--- src/rtl/instruction_data_pkg.sv ---
// Shared instruction/writeback types: source select, load size, FSM state
// and the load context captured while a load is outstanding.
package instruction_data;

  typedef enum logic {
    WB_SRC_PRE_WB = 1'b0,
    WB_SRC_LOAD   = 1'b1
  } wb_src_e;

  typedef enum logic [1:0] {
    LS_BYTE = 2'b00,
    LS_HALF = 2'b01,
    LS_WORD = 2'b10,
    LS_RSVD = 2'b11
  } load_size_e;

  typedef enum logic {
    ST_IDLE     = 1'b0,
    ST_WAIT_MEM = 1'b1
  } wb_state_e;

  typedef struct packed {
    logic [4:0] rd;
    load_size_e size;
    logic       is_unsigned;
    logic [1:0] addr_low;
  } load_ctx_t;

  localparam int XLEN = 32;

endpackage

--- src/rtl/writeback_load_align.sv ---
// Combinational load alignment: pick the addressed byte/half/word out of a
// little-endian memory word and sign- or zero-extend it to 32 bits.
module load_align
  import instruction_data::*;
(
  input  logic [XLEN-1:0] mem_rdata,
  input  logic [1:0]      load_size,
  input  logic            load_unsigned,
  input  logic [1:0]      addr_low,
  output logic [XLEN-1:0] data_out
);

  logic [4:0]  byte_sh;
  logic [4:0]  half_sh;
  logic [7:0]  byte_val;
  logic [15:0] half_val;

  assign byte_sh  = {addr_low, 3'b000};
  assign half_sh  = {addr_low[1], 4'b0000};
  assign byte_val = mem_rdata[byte_sh +: 8];
  assign half_val = mem_rdata[half_sh +: 16];

  always_comb begin
    data_out = mem_rdata;
    case (load_size)
      LS_BYTE: data_out = {{24{byte_val[7] & ~load_unsigned}}, byte_val};
      LS_HALF: data_out = {{16{half_val[15] & ~load_unsigned}}, half_val};
      // reserved size behaves as a word load
      default: data_out = mem_rdata;
    endcase
  end

endmodule

--- src/rtl/writeback.sv ---
// Writeback stage: registers PRE_WB results directly, or parks a load in
// WAIT_MEM (stalling upstream) until memory returns data.
module writeback
  import instruction_data::*;
(
  input  logic            clk,
  input  logic            rst,
  input  logic            clk_enable,
  input  logic [XLEN-1:0] pre_wb,
  input  logic            wb_valid,
  input  logic            wb_src,
  input  logic [1:0]      load_size,
  input  logic            load_unsigned,
  input  logic [1:0]      addr_low,
  input  logic [4:0]      rd,
  input  logic            mem_rvalid,
  input  logic [XLEN-1:0] mem_rdata,
  output logic            rf_we,
  output logic [4:0]      rf_waddr,
  output logic [XLEN-1:0] rf_wdata,
  output logic            stall
);

  wb_state_e       state_q, state_d;
  load_ctx_t       ld_q, ld_d;
  logic            rf_we_q, rf_we_d;
  logic [4:0]      rf_waddr_q, rf_waddr_d;
  logic [XLEN-1:0] rf_wdata_q, rf_wdata_d;
  logic [XLEN-1:0] load_data;

  load_align u_load_align (
    .mem_rdata     (mem_rdata),
    .load_size     (ld_q.size),
    .load_unsigned (ld_q.is_unsigned),
    .addr_low      (ld_q.addr_low),
    .data_out      (load_data)
  );

  always_comb begin
    state_d    = state_q;
    ld_d       = ld_q;
    rf_we_d    = 1'b0;
    rf_waddr_d = rf_waddr_q;
    rf_wdata_d = rf_wdata_q;
    case (state_q)
      ST_IDLE: begin
        if (clk_enable && wb_valid) begin
          if (wb_src_e'(wb_src) == WB_SRC_PRE_WB) begin
            rf_waddr_d = rd;
            rf_wdata_d = pre_wb;
            rf_we_d    = (rd != 5'd0);
          end else begin
            ld_d.rd          = rd;
            ld_d.size        = load_size_e'(load_size);
            ld_d.is_unsigned = load_unsigned;
            ld_d.addr_low    = addr_low;
            state_d          = ST_WAIT_MEM;
          end
        end
      end
      ST_WAIT_MEM: begin
        // memory response is taken even while the pipeline is frozen
        if (mem_rvalid) begin
          rf_waddr_d = ld_q.rd;
          rf_wdata_d = load_data;
          rf_we_d    = (ld_q.rd != 5'd0);
          state_d    = ST_IDLE;
        end
      end
      default: state_d = ST_IDLE;
    endcase
  end

  always_ff @(posedge clk) begin
    if (rst) begin
      state_q    <= ST_IDLE;
      ld_q       <= '0;
      rf_we_q    <= 1'b0;
      rf_waddr_q <= '0;
      rf_wdata_q <= '0;
    end else begin
      state_q    <= state_d;
      ld_q       <= ld_d;
      rf_we_q    <= rf_we_d;
      rf_waddr_q <= rf_waddr_d;
      rf_wdata_q <= rf_wdata_d;
    end
  end

  assign rf_we    = rf_we_q;
  assign rf_waddr = rf_waddr_q;
  assign rf_wdata = rf_wdata_q;
  assign stall    = (state_q == ST_WAIT_MEM);

endmodule
--- config.mk ---
export PLATFORM = sky130hd
export DESIGN_NAME = writeback
export DESIGN_NICKNAME = d
export VERILOG_FILES = /design/src/rtl/instruction_data_pkg.sv /design/src/rtl/writeback_load_align.sv /design/src/rtl/writeback.sv
export SDC_FILE = /design/constraint.sdc
export NUM_CORES = 1
export LEC_CHECK = 0
export CAP_MARGIN = 20
export CORE_ASPECT_RATIO = 0.9
export CORE_MARGIN = 4
export CORE_UTILIZATION = 30
export DETAILED_ROUTE_END_ITERATION = 10
export GPL_TIMING_DRIVEN = 0
export PLACE_DENSITY_LB_ADDON = 0.1
export SLEW_MARGIN = 20
export SYNTH_ARGS = -nofsm -noshare
export SYNTH_HDL_FRONTEND = slang
export SYNTH_SLANG_ARGS = --single-unit
--- constraint.sdc ---
create_clock -name clk -period 2.59 [get_ports clk]
set_input_delay 0.259 -clock clk [delete_from_list [all_inputs] [get_ports clk]]
set_output_delay 0.259 -clock clk [all_outputs]
set_load 0.01 [all_outputs]
== After elaboration in Yosys (flattened, before gate mapping) ==
Index checks and enable logic that the tools add are counted.

* Input port bits: 80
* Register bits after elaboration: 49
* Word-level logic and storage cells: 41

* Bitwise operators: 4
* Shifts and indexed selects: 2
* Eq/ne operators: 4
* Mux-type cells: 17
* Reduce and logical (&&, ||, !) cells: 6

{| class="wikitable"
|+ Operator list
! cell !! count
|-
| 32-bit case mux with 2 select lines || 2
|-
| 32-bit two-way mux || 3
|-
| 32-bit by 6-bit indexed part select with 16-bit output || 1
|-
| 32-bit by 6-bit indexed part select with 8-bit output || 1
|-
| 5-bit two-way mux || 3
|-
| 5-bit case mux with 2 select lines || 1
|-
| 5-bit nonzero test || 2
|-
| 1-bit two-way mux || 6
|-
| 2-bit inequality test, second input constant || 3
|-
| 3-bit AND reduction || 2
|-
| 1-bit case mux with 2 select lines || 2
|-
| 1-bit AND || 2
|-
| 2-bit by 1-bit equality test with 1-bit output, second input constant || 1
|-
| 2-bit logical NOT || 1
|-
| 1-bit NOT || 2
|-
| 1-bit logical AND || 1
|}

== Longest topological paths before layout ==
* Word-level depth: 5
* Depth in mapped cells: 7
* Depth with buffers taken out: 4

== Cells and area by module ==
Synthesis repeated with hierarchy kept, for this count alone.

* Cells, all modules: 322
* Area total of the unflattened synthesis: 3027.9 um2

{| class="wikitable"
|+ Modules (own cells, without submodules)
! module !! cells each !! seq. area each (um2) !! instances !! area each (um2)
|-
| writeback || 226 || 980.9 || 1 || 2326.0
|-
| load_align || 96 || 0.0 || 1 || 701.9
|}

== Worst setup path after synthesis ==
Ideal clock, no wire load.

* Kind: flip-flop to flip-flop
* Start: register ld_q[1] in the netlist's numbering
* End: register rf_wdata_q[10] (netlist: rf_wdata[10])
* Required time: 2439 ps
* Slack: 1036 ps
* Data arrival time: 1402 ps
* Cell stages (with the launch flop): 6
* Buffers on the path: 1
* Period minus slack after synthesis: 1554 ps
* Cells stage by stage: dfxtp_1 > buf_6 > mux2i_4 > nor4_2 > nor4_4 > a221oi_1

* Cells in the longest elaborated chain, start to end: 5

{| class="wikitable"
|+ RTL lines
! what !! line !! source
|-
| start: declaration || writeback.sv:25 || <nowiki>load_ctx_t ld_q, ld_d;</nowiki>
|-
| start signal: assignment || writeback.sv:83 || <nowiki>ld_q <= ld_d;</nowiki>
|-
| 32-bit by 6-bit indexed part select with 8-bit output || writeback_load_align.sv:20 || <nowiki>assign byte_val = mem_rdata[byte_sh +: 8];</nowiki>
|-
| 1-bit AND || writeback_load_align.sv:26 || <nowiki>LS_BYTE: data_out = {{24{byte_val[7] & ~load_unsigned}}, byte_val};</nowiki>
|-
| 32-bit case mux with 2 select lines * || writeback_load_align.sv:25 || <nowiki>case (load_size)</nowiki>
|-
| 32-bit two-way mux * || writeback.sv:63 || <nowiki>if (mem_rvalid) begin</nowiki>
|-
| 32-bit case mux with 2 select lines * || writeback.sv:45 || <nowiki>case (state_q)</nowiki>
|-
| end signal: assignment || writeback.sv:86 || <nowiki>rf_wdata_q <= rf_wdata_d;</nowiki>
|-
| end: declaration || writeback.sv:28 || <nowiki>logic [XLEN-1:0] rf_wdata_q, rf_wdata_d;</nowiki>
|}

Every way passes the cells marked *; elsewhere a longest branch is shown, timed or not. The select of a mux whose other input is x is not followed.
A chain may end at the register's enable or synchronous reset.

== Worst setup path in the final report ==
* Start: input mem_rvalid
* End: register rf_wdata_q[30] (netlist: rf_wdata[30])

* Cells in the longest elaborated chain, start to end: 2

{| class="wikitable"
|+ RTL lines
! what !! line !! source
|-
| start: declaration || writeback.sv:16 || <nowiki>input logic mem_rvalid,</nowiki>
|-
| 2-bit inequality test (no line) || -- ||
|-
| 3-bit AND reduction (no line) || -- ||
|}

No other way between the ends.

==> summary.md <==
| Metric | Value |
|---|---|
| Outcome | complete, no violations |
| Htree depth | 2 |
| DR WL/cell | 18.31 um |
| Crit path to | rf_wdata[30] |
| DP Wirelength | 9.091 mm |
| Asr flop ratio synth | 0% |
| CTS hold repair buffers | 0 |
| Post-Place Cell Area | 4511 um^2 |
| Maximum resistive drop on vdd | between 0.0002 and 0.00025 V |
| Final wirelength | between 10 and 15 mm |
| Final max-slew violation count | 0 |
| Tmin final | about 1.9 ns |
| Synth top area share | 30.96% |
| CTS sink count | 49 |
| Gate power share | 23.8% |
| Synth warnings | 0 |
| RSZ-0062 raised after global routing | false |
| # setup viols final | 0 |
| EDFF count, synth | 0 |
| IO buf count | 118 |
| Layout cells sized above 1 | between 10% and 20% |
| Vias per cell | 5.361 |
| Root Buffer Master | clkbuf_16 |
| Vias | 3431 |
| Skew-Pair Late Insertion Delay | roughly 0.29 ns |
| Remaining antenna violation count | 0 |
| Worst Setup Path Type | in2reg |
| Period utilisation layout | 74.25% |
| Complex-gate fraction of the synthesized area | approximately 28% |
| CTS tree | yes |
| # rows | 35 |
| First-pass GRT wire length | 18.20 mm |
| Final Cell Area | 4682 um^2 |
| Synth Instances | 385 |
| Max Freq | 0.5200 GHz |
| Initial DRC count | 194 |
| Largest family of logic cells by synthesized area | compound AO/OA/AOI/OAI gates |
| Internal power | between 1.5 and 2 mW |
| Max FO, Critical Path | 10 |
| Mux cell area share after synthesis | 7.701% |
| Area grow syn2layout | 47.79% |
| DIE AREA | 12270 um^2 |
| Synth area leaders | dfxtp_1 (31%), a21oi_1 (8.2%), nand2_1 (7.3%), mux2_2 (5.0%), nand3b_1 (4.0%) |
| Filler cells | roughly 1000 |
| FF+latch count, synth | 49 |
| Rel. slew slack | 55.16% |
| Initial antenna violation count | 0 |
| Die height | 105.5 um |
| Switching power | 0.5562 mW |
| R2R Setup Slk | 0.71 ns |
| Slew @ Worst Pin | 0.6726 ns |
| Clk pin slew, worst setup/hold paths | about 0.07 ns |
| Worst clock skew | 0.003818 ns |
| I/O Pins | 119 |
| Pwr dens | 441.8 nW/um^2 |
| Worst r2r dst | rf_wdata[8] |
| Synthesized cell area | 3168 um^2 |
| Number of remaining DRC errors | 0 |
| Fin. Hold Viols | 0 |
| Arrival time at the worst endpoint | 2.13 ns |
| Area leader, netlist | dfxtp_1 |
| GRT Overall Usage | 18.74% |
| Worst Setup End Kind | register |
| CTS resizes | 0 |
| Total grt overflow | 0 |
| Post-synthesis simple-gate area fraction | approximately 27% |
| Synth Flop Type | dfxtp_1 |
| Pin count of the biggest net entering global routing | 17 |
| Required @ worst endpoint | about 2.8 ns |
| Flop pwr share | 39.3% |
| Clock power frac | 36.9% |
| Vias in the first global route | roughly 3400 |
| Worst Setup Start Kind | input port |
| Worst reg2reg path depth | 5 |
| Most common cell after layout, fill and taps aside | clkdlybuf4s50_1 |
| Net Sw Frac | 26.89% |
| Power, Total | 2.069 mW |
| Setup bufs post-CTS | 0 |
| Leakage | 1.563 nW |
| Syn avg cell area | ~8 um^2 |
| Max-Cap Viols | 0 |
| Die X | 116.3 um |
| Drt first pass iters | 5 |
| Yosys cell types | between 40 and 50 |
| Initial Util | 30.78% |
| Setup TNS | 0 ns |
| CORE AREA | slightly above 10000 um^2 |
| Setup crit start | mem_rvalid |
| Post-synthesis xor/xnor area fraction | 0% |
| Reg-to-Reg Start | stall |
| Fin nets | just under 600 |
| Net Count, Synth | about 470 |
| Commonest non-fill, non-tap cells in the layout | clkdlybuf4s50_1 (118), nand2_1 (62), a21oi_1 (52) |
| Register area share after synthesis | between 30% and 40% |
| TritonCTS Buffers | 5 |
| N_diodes | 0 |
| Bufs on Longest Clock Path | 2 |
| Post-Synth Adder-Cell Area | 0% |
| Gpl congestion | 0.8190 |
| Hold crit path type | reg2reg |
state kept, by name (all words and copies together) (netlist names):
signal    flops
ld_q         10
stall         1
rf_waddr      5
rf_wdata     32
rf_we         1
power groups by stage:
stage	sequential, mW	combinational [mW]	clock, mW
finish	0.813	0.493	0.763
CTS	0.813	0.494	0.788
global placement	0.830	0.491	0
detailed placement	0.830	0.492	0
global route	0.818	0.530	0.814
floorplan	0.841	0.210	0
worst min-delay path by stage:
stage / from / endpoint / slack, ns / depth (start not counted)
2_1_floorplan: rd[0] / ld_q[5] / 0.39 / 2
5_1_grt: ld_q[9] / ld_q[9] / 0.50 / 2
4_1_cts: ld_q[6] / ld_q[6] / 0.47 / 2
6_report: ld_q[6] / ld_q[6] / 0.47 / 2
3_3_place_gp: ld_q[8] / ld_q[8] / 0.46 / 2
3_5_place_dp: ld_q[6] / ld_q[6] / 0.46 / 2
synthesized netlist by cell type (2+ instances only):
cell,count
nand4b_1,2
or4_1,2
nand2b_1,3
dfxtp_1,49
buf_6,3
and3_1,7
mux2i_1,5
nor2b_1,16
clkbuf_1,16
o221ai_1,8
a311oi_1,7
a221oi_2,3
mux2_2,14
nand2_1,62
nor2_1,7
nor4bb_1,7
buf_4,2
a211oi_1,5
o21ai_0,19
a21oi_1,52
buf_2,15
nor3_1,2
a221oi_1,5
o31ai_2,10
a2bb2oi_1,7
o31ai_1,7
nand3_1,17
nand3b_1,17
area by class of cell:
type | count | area, um^2 | share of cell area [%]
Timing Repair Buffer | 118 | 1181 | 25.23
Clock inverter | 3 | 46.29 | 0.9888
Buffer | 38 | 192.7 | 4.115
Tap cell | 129 | 161.4 | 3.447
Clock buffer | 5 | 125.1 | 2.672
Multi-Input combinational cell | 298 | 1994 | 42.60
Sequential cell | 49 | 980.9 | 20.95
metal layers:
layer,global-route usage (%),vias up,part of all wire (%)
li1,-,1688,-
met1,26.53,1613,45
met2,29.00,120,47
met3,4.018,10,7.1
met4,4.225,0,0.92
met5,0,-,0
critical path: stages:
cell	delay [ns]
clkdlybuf4s50_1	0.67
nand2_1	0.30
nand2_4	0.24
nand2b_1	0.07
buf_2	0.17
buf_6	0.17
o31ai_2	0.24
kinds of logic after synthesis:
logic type / after synthesis
flops: 49
compound gates: 125
mux: 21
simple gates: 152
buf+inv: 38
stage by stage:
step	hold WS [ns]	std cells	utilization, %	setup WS [ns]
CTS	0.4722	640	45.50	0.6597
detailed placement	0.4619	632	43.83	0.3622
finish	0.4723	640	45.50	0.6669
global placement	0.4570	632	43.83	0.3654
floorplan	0.3950	385	-	1.036
global route	0.5047	640	45.50	0.5026
Power figures use the tool's default switching activity.
